File: src/rtl/axis_sts_mon_s2mm.sv
`default_nettype none
// +-------------------------------------------------------------------------+
// | axis_sts_mon_s2mm: AXI DataMover S2MM status monitor / capture tracker  |
// | Rev 1.0                                                                 |
// +-------------------------------------------------------------------------+
module axis_sts_mon_s2mm #(
   parameter int MAX_BURST_LEN  = 4096,
   parameter int TIMEOUT_CYCLES = 16777216
) (
   input  logic        clk,
   input  logic        reset,
   input  logic [7:0]  s_axis_sts_tdata,
   input  logic        s_axis_sts_tvalid,
   output logic        s_axis_sts_tready,
   input  logic        s_axis_sts_tkeep,
   input  logic        s_axis_sts_tlast,
   input  logic        write_start,
   input  logic        write_reset,
   input  logic [31:0] cap_size,
   output logic        busy,
   output logic        done,
   output logic        error,
   output logic [3:0]  err_code,
   output logic        timeout,
   output logic [15:0] sts_count,
   output logic [31:0] bytes_done
);

   localparam int          LOG2_MBL  = $clog2(MAX_BURST_LEN);
   localparam logic [32:0] BURST_M1  = 33'(MAX_BURST_LEN - 1);
   localparam logic [31:0] BURST     = 32'(MAX_BURST_LEN);
   localparam logic [31:0] TMO_LIMIT = 32'(TIMEOUT_CYCLES);

   typedef enum logic [1:0] {
      IDLE = 2'd0,
      RUN  = 2'd1,
      ERR  = 2'd2
   } state_t;

   state_t      state, state_next;
   logic [31:0] remaining, remaining_next;
   logic [31:0] tmo_cnt, tmo_next;
   logic        done_next;
   logic [3:0]  err_code_next;
   logic        timeout_next;
   logic [15:0] sts_count_next;
   logic [31:0] bytes_done_next;

   logic [32:0] expected;
   logic [31:0] chunk;
   logic        beat;
   logic        okay;
   logic [2:0]  flags;
   logic        bad;
   logic        unused;

   assign s_axis_sts_tready = ~reset;
   assign beat     = s_axis_sts_tvalid & s_axis_sts_tready;
   assign okay     = s_axis_sts_tdata[7];
   assign flags    = {s_axis_sts_tdata[4], s_axis_sts_tdata[5], s_axis_sts_tdata[6]};
   assign bad      = ~okay | (|flags);
   assign expected = ({1'b0, cap_size} + BURST_M1) >> LOG2_MBL;
   assign chunk    = (remaining < BURST) ? remaining : BURST;
   assign unused   = ^{s_axis_sts_tkeep, s_axis_sts_tlast, s_axis_sts_tdata[3:0]};

   assign busy  = (state == RUN);
   assign error = (state == ERR);

   always_comb begin
      state_next      = state;
      remaining_next  = remaining;
      tmo_next        = tmo_cnt;
      done_next       = 1'b0;
      err_code_next   = err_code;
      timeout_next    = timeout;
      sts_count_next  = sts_count;
      bytes_done_next = bytes_done;
      if (write_reset) begin
         state_next      = IDLE;
         remaining_next  = '0;
         tmo_next        = '0;
         err_code_next   = '0;
         timeout_next    = 1'b0;
         sts_count_next  = '0;
         bytes_done_next = '0;
      end else begin
         case (state)
            IDLE: begin
               if (write_start) begin
                  remaining_next  = cap_size;
                  tmo_next        = '0;
                  sts_count_next  = '0;
                  bytes_done_next = '0;
                  if (expected == 33'd0) done_next  = 1'b1;
                  else                   state_next = RUN;
               end else if (beat) begin
                  err_code_next[3] = 1'b1;
                  state_next       = ERR;
               end
            end
            RUN: begin
               if (beat) begin
                  if (bad) begin
                     err_code_next[2:0] = err_code[2:0] | flags;
                     // OKAY low with no explicit flag is reported as a slave error
                     if (flags == 3'b000) err_code_next[0] = 1'b1;
                     state_next = ERR;
                  end else begin
                     tmo_next        = '0;
                     sts_count_next  = (sts_count == 16'hFFFF) ? sts_count : sts_count + 16'd1;
                     bytes_done_next = bytes_done + chunk;
                     remaining_next  = remaining - chunk;
                     // last chunk fits in one burst exactly when this is beat number 'expected'
                     if (remaining <= BURST) begin
                        state_next = IDLE;
                        done_next  = 1'b1;
                     end
                  end
               end else if (TMO_LIMIT != 32'd0) begin
                  if (tmo_cnt + 32'd1 == TMO_LIMIT) begin
                     timeout_next = 1'b1;
                     state_next   = ERR;
                  end else begin
                     tmo_next = tmo_cnt + 32'd1;
                  end
               end
            end
            ERR: begin
               state_next = ERR;
            end
            default: state_next = IDLE;
         endcase
      end
   end

   always_ff @(posedge clk) begin
      if (reset) begin
         state      <= IDLE;
         remaining  <= '0;
         tmo_cnt    <= '0;
         done       <= 1'b0;
         err_code   <= '0;
         timeout    <= 1'b0;
         sts_count  <= '0;
         bytes_done <= '0;
      end else begin
         state      <= state_next;
         remaining  <= remaining_next;
         tmo_cnt    <= tmo_next;
         done       <= done_next;
         err_code   <= err_code_next;
         timeout    <= timeout_next;
         sts_count  <= sts_count_next;
         bytes_done <= bytes_done_next;
      end
   end

endmodule
`default_nettype wire

File: config.mk
export PLATFORM = sky130hd
export DESIGN_NAME = axis_sts_mon_s2mm
export DESIGN_NICKNAME = d
export VERILOG_FILES = /design/src/rtl/axis_sts_mon_s2mm.sv
export SDC_FILE = /design/constraint.sdc
export NUM_CORES = 1
export LEC_CHECK = 0
export ABC_AREA = 1
export BUFFER_PORTS_ARGS = -buffer_cell sky130_fd_sc_hd__buf_2
export CELL_PAD_IN_SITES_DETAIL_PLACEMENT = 1
export CELL_PAD_IN_SITES_GLOBAL_PLACEMENT = 2
export CORE_UTILIZATION = 34
export CTS_BUF_LIST = sky130_fd_sc_hd__clkbuf_16
export CTS_CLUSTER_SIZE = 30
export DETAILED_ROUTE_END_ITERATION = 7
export PLACE_DENSITY_LB_ADDON = 0.3
export SLEW_MARGIN = 20
export SYNTH_ARGS = -nofsm -noshare
export SYNTH_HDL_FRONTEND = slang
export SYNTH_SLANG_ARGS = --single-unit
File: constraint.sdc
create_clock -name clk -period 5.4 [get_ports clk]
set_input_delay 1.35 -clock clk [delete_from_list [all_inputs] [get_ports clk]]
set_output_delay 1.35 -clock clk [all_outputs]
set_load 0.1 [all_outputs]
==> metrics.csv <==
stage,metric,value,unit
status,outcome,completed,
worst_hold_path,hold_depth,2,
layout,antennaDiodeCount,0,
place,dp_hpwl,25.4,mm
worst_setup_path,r2r-start,remaining[25],
die,fp-row-count,60,
sta,clock.fmax,0.257,GHz
yosys,synth_area_leader_cell,dfxtp_1,
clock_tree,cts_root_buf,clkbuf_16,
yosys,syn_avg_cell_area,5.79,um2
layout,area_delta_synth_final,16.1,%
grt,grt_usage,24.4,%
yosys,synth_area_leaders,"dfxtp_1 (26%), nand2_1 (19%), a21oi_1 (8.2%), inv_1 (8.1%), nor2_1 (7.7%)",
clock_tree,numClockSinks,120,
die,dieArea,0.0280,mm2
sta,fin_skew,15.4,ps
drt,drt-vias-per-instance,5.18,
worst_setup_path,critPathRequiredTime,5770,ps
clock_tree,cts_hold_buffers,0,
drt,post_drt_wl_per_cell,16.0,um
grt,grt_pass1_wl,54.9,mm
yosys,synthFlopType,dfxtp_1,
yosys,synth.most_common_cell,nand2_1,
grt,overflow,0,
worst_setup_path,worst-setup-path-type,reg2reg,
sta,setup_violations,0,
drt,vias,10700,
yosys,ys_ff_latch,120,
sta,slew_violations,0,
power_and_ir_drop,combinationalPowerShare,15.9,%
grt,antenna_found_initial,0,
sta,tightestPinTransition,849,ps
worst_setup_path,cp-end-kind,flop,
power_and_ir_drop,seqPwrFrac,36.7,%
flow_run,drv_cap,0,
yosys,syn-cell-area,0.00931,mm2
worst_setup_path,r2r_end,bytes_done[20],
sta,finalHoldViolations,0,
yosys,async_reset_ff_share,0,%
die,initial_core_util,34.6,%
clock_tree,cts_buffer_depth,2,
yosys,synth_common_cells,"nand2_1 (472), inv_1 (201), nor2_1 (190)",
place,routabilityCongestion,0.899,
die,coreArea,0.0269,mm2
clock_tree,cts_setup_buffers,0,
yosys,synth-edff-count,0,
worst_setup_path,rrSetupSlack,1510,ps
clock_tree,ctsResizeCount,0,
worst_setup_path,crit_path_max_fanout,11,
yosys,synthDistinctLibCells,41,
worst_setup_path,start_kind,flop,
power_and_ir_drop,switching_share,33.1,%
drt,drc,0,
die,die_w,167,um
clock_tree,cts_inserted_buffers,17,
layout,nets,1796,
worst_setup_path,cp_data_arrival_time,4260,ps
power_and_ir_drop,intPower,1.65,mW
yosys,seq_area_frac_synth,25.8,%
die,ioPinCount,104,
drt,ant_nets,0,
sta,fin_setup_tns,0,ps
clock_tree,h-tree-depth,4,
drt,dr.pass1.iters,7,
layout,fillerInstances,3745,
clock_tree,path_clk_slew,70,ps
yosys,yosysWarnings,0,
sta,period_minus_slack,3890,ps
worst_hold_path,worstHoldEndpoint,err_code[2],
grt,grt_max_degree,74,
die,die_y,167,um
clock_tree,clock_latency,440,ps
clock_tree,cts_tree,yes,
layout,drive_gt1_share,9.73,%
power_and_ir_drop,vdd_drop_max,0.153,mV
power_and_ir_drop,power.share.clock,47.4,%
yosys,synth_cells,1607,
sta,period_share,72.0,%
yosys,yosysTopAreaCellShare,25.8,%
drt,drt_wl_total,33.1,mm
power_and_ir_drop,power.leakage,4.78,nW
drt,drtIter0Drc,458,
worst_hold_path,min_from,err_code[2],
sta,relSlewSlack,43.4,%
power_and_ir_drop,power.density,229,mW/mm2
sta,rsz0062_at_grt,false,
place,io_buffers,97,
power_and_ir_drop,power,2.47,mW
grt,grt_pass1_vias,11000,
power_and_ir_drop,switching_power,0.816,mW
worst_setup_path,ff2ff_path_depth,20,
worst_hold_path,holdCritPathClass,reg2reg,
==> routing by layer <==
layer  vias to the layer above  track usage [%]  wire length [um]
li1                       5443                -                 -
met1                      5072             31.5             15800
met2                       162             42.5             15900
met3                        38             2.86               929
met4                         0             6.74               517
met5                         -                0                 0
==> state kept, by name, summed over array words and instances, names as in the netlist <==
name and cells:
remaining 32, done 1, tmo_cnt 32, bytes_done 32, timeout 1, err_code 4
state 2, sts_count 16
==> metrics by stage <==
stage | util, % | setup slack, ps | hold slack [ps] | instance area (um2) | cells
6_report | 40.2 | 1510 | 449 | 10800 | 2068
5_1_grt | 40.2 | 1160 | 471 | 10800 | 2068
4_1_cts | 40.2 | 1540 | 453 | 10800 | 2068
3_5_place_dp | 38.0 | 1510 | 443 | 10200 | 2036
3_3_place_gp | 38.0 | 1460 | 434 | 10200 | 2036
2_1_floorplan | - | 1610 | 424 | 9370 | 1624
==> power groups by stage <==
stage | sequential, mW | combinational [mW] | clock [mW]
after floorplan | 0.930 | 0.262 | 0
after global placement | 0.925 | 0.385 | 0
after detailed placement | 0.926 | 0.389 | 0
after CTS | 0.906 | 0.395 | 1.20
after global routing | 0.907 | 0.441 | 1.23
final | 0.906 | 0.392 | 1.17
==> cell usage in the layout, fill, tap and decap left out, drive strengths merged, types with 17 or more instances in the layout <==
| cell | Yosys | routed |
|---|---|---|
| dfxtp | 120 | 120 |
| conb | 2 | 19 |
| nand4 | 51 | 51 |
| clkbuf | 31 | 17 |
| o21ai | 77 | 77 |
| inv | 203 | 211 |
| nand3 | 124 | 124 |
| buf | 7 | 109 |
| ha | 34 | 34 |
| nor2 | 196 | 196 |
| nand2 | 476 | 476 |
| a21oi | 153 | 153 |
| nor3 | 34 | 34 |
==> worst max path at each step <==
stage                     slack [ps]  cells past startpoint     startpoint        endpoint
after CTS                       1540                     22  remaining[25]  bytes_done[23]
after global placement          1460                      7          reset   sts_count[14]
final                           1510                     20  remaining[25]  bytes_done[20]
after floorplan                 1610                     13          reset   sts_count[13]
after global routing            1160                     20  remaining[25]  bytes_done[20]
after detailed placement        1510                      7          reset   sts_count[14]
==> critical path, cell delays in order, from the launching register on <==
cell      delay (ps)
dfxtp_1          330
inv_1             90
nand2_1          100
nor2_1           160
nand2_1           80
nor2_1           220
nand2_1          310
nor2_1           260
ha_1             250
inv_1             70
fa_1             400
nor3_1           210
nor2_1           100
o21bai_1         400
nand2_1          130
nand2_1          170
nand3_1           90
nand2_1          120
or2_2            120
nand3_1           60
a21oi_1          150
==> final cells by class <==
class | count | area (um2) | share of cell area [%]
Timing Repair Buffer | 109 | 576 | 5.33
Clock inverter | 15 | 158 | 1.46
Sequential cell | 120 | 2400 | 22.2
Clock buffer | 17 | 425 | 3.94
Multi-Input combinational cell | 1258 | 6030 | 55.8
Tap cell | 341 | 427 | 3.95
Inverter | 208 | 782 | 7.24
==> cells by family after synthesis <==
family	after synthesis	share of synthesized area (%)
buffers and inverters	246	10.1
other	2	0.0807
DFF	120	25.8
and+or+nand+nor	902	40.8
adders and majority gates	35	4.79
AOI/OAI and AO/OA	280	16.4
xor gates and xnor gates	22	2.07
No activity file was read; power rests on OpenSTA's default activity.
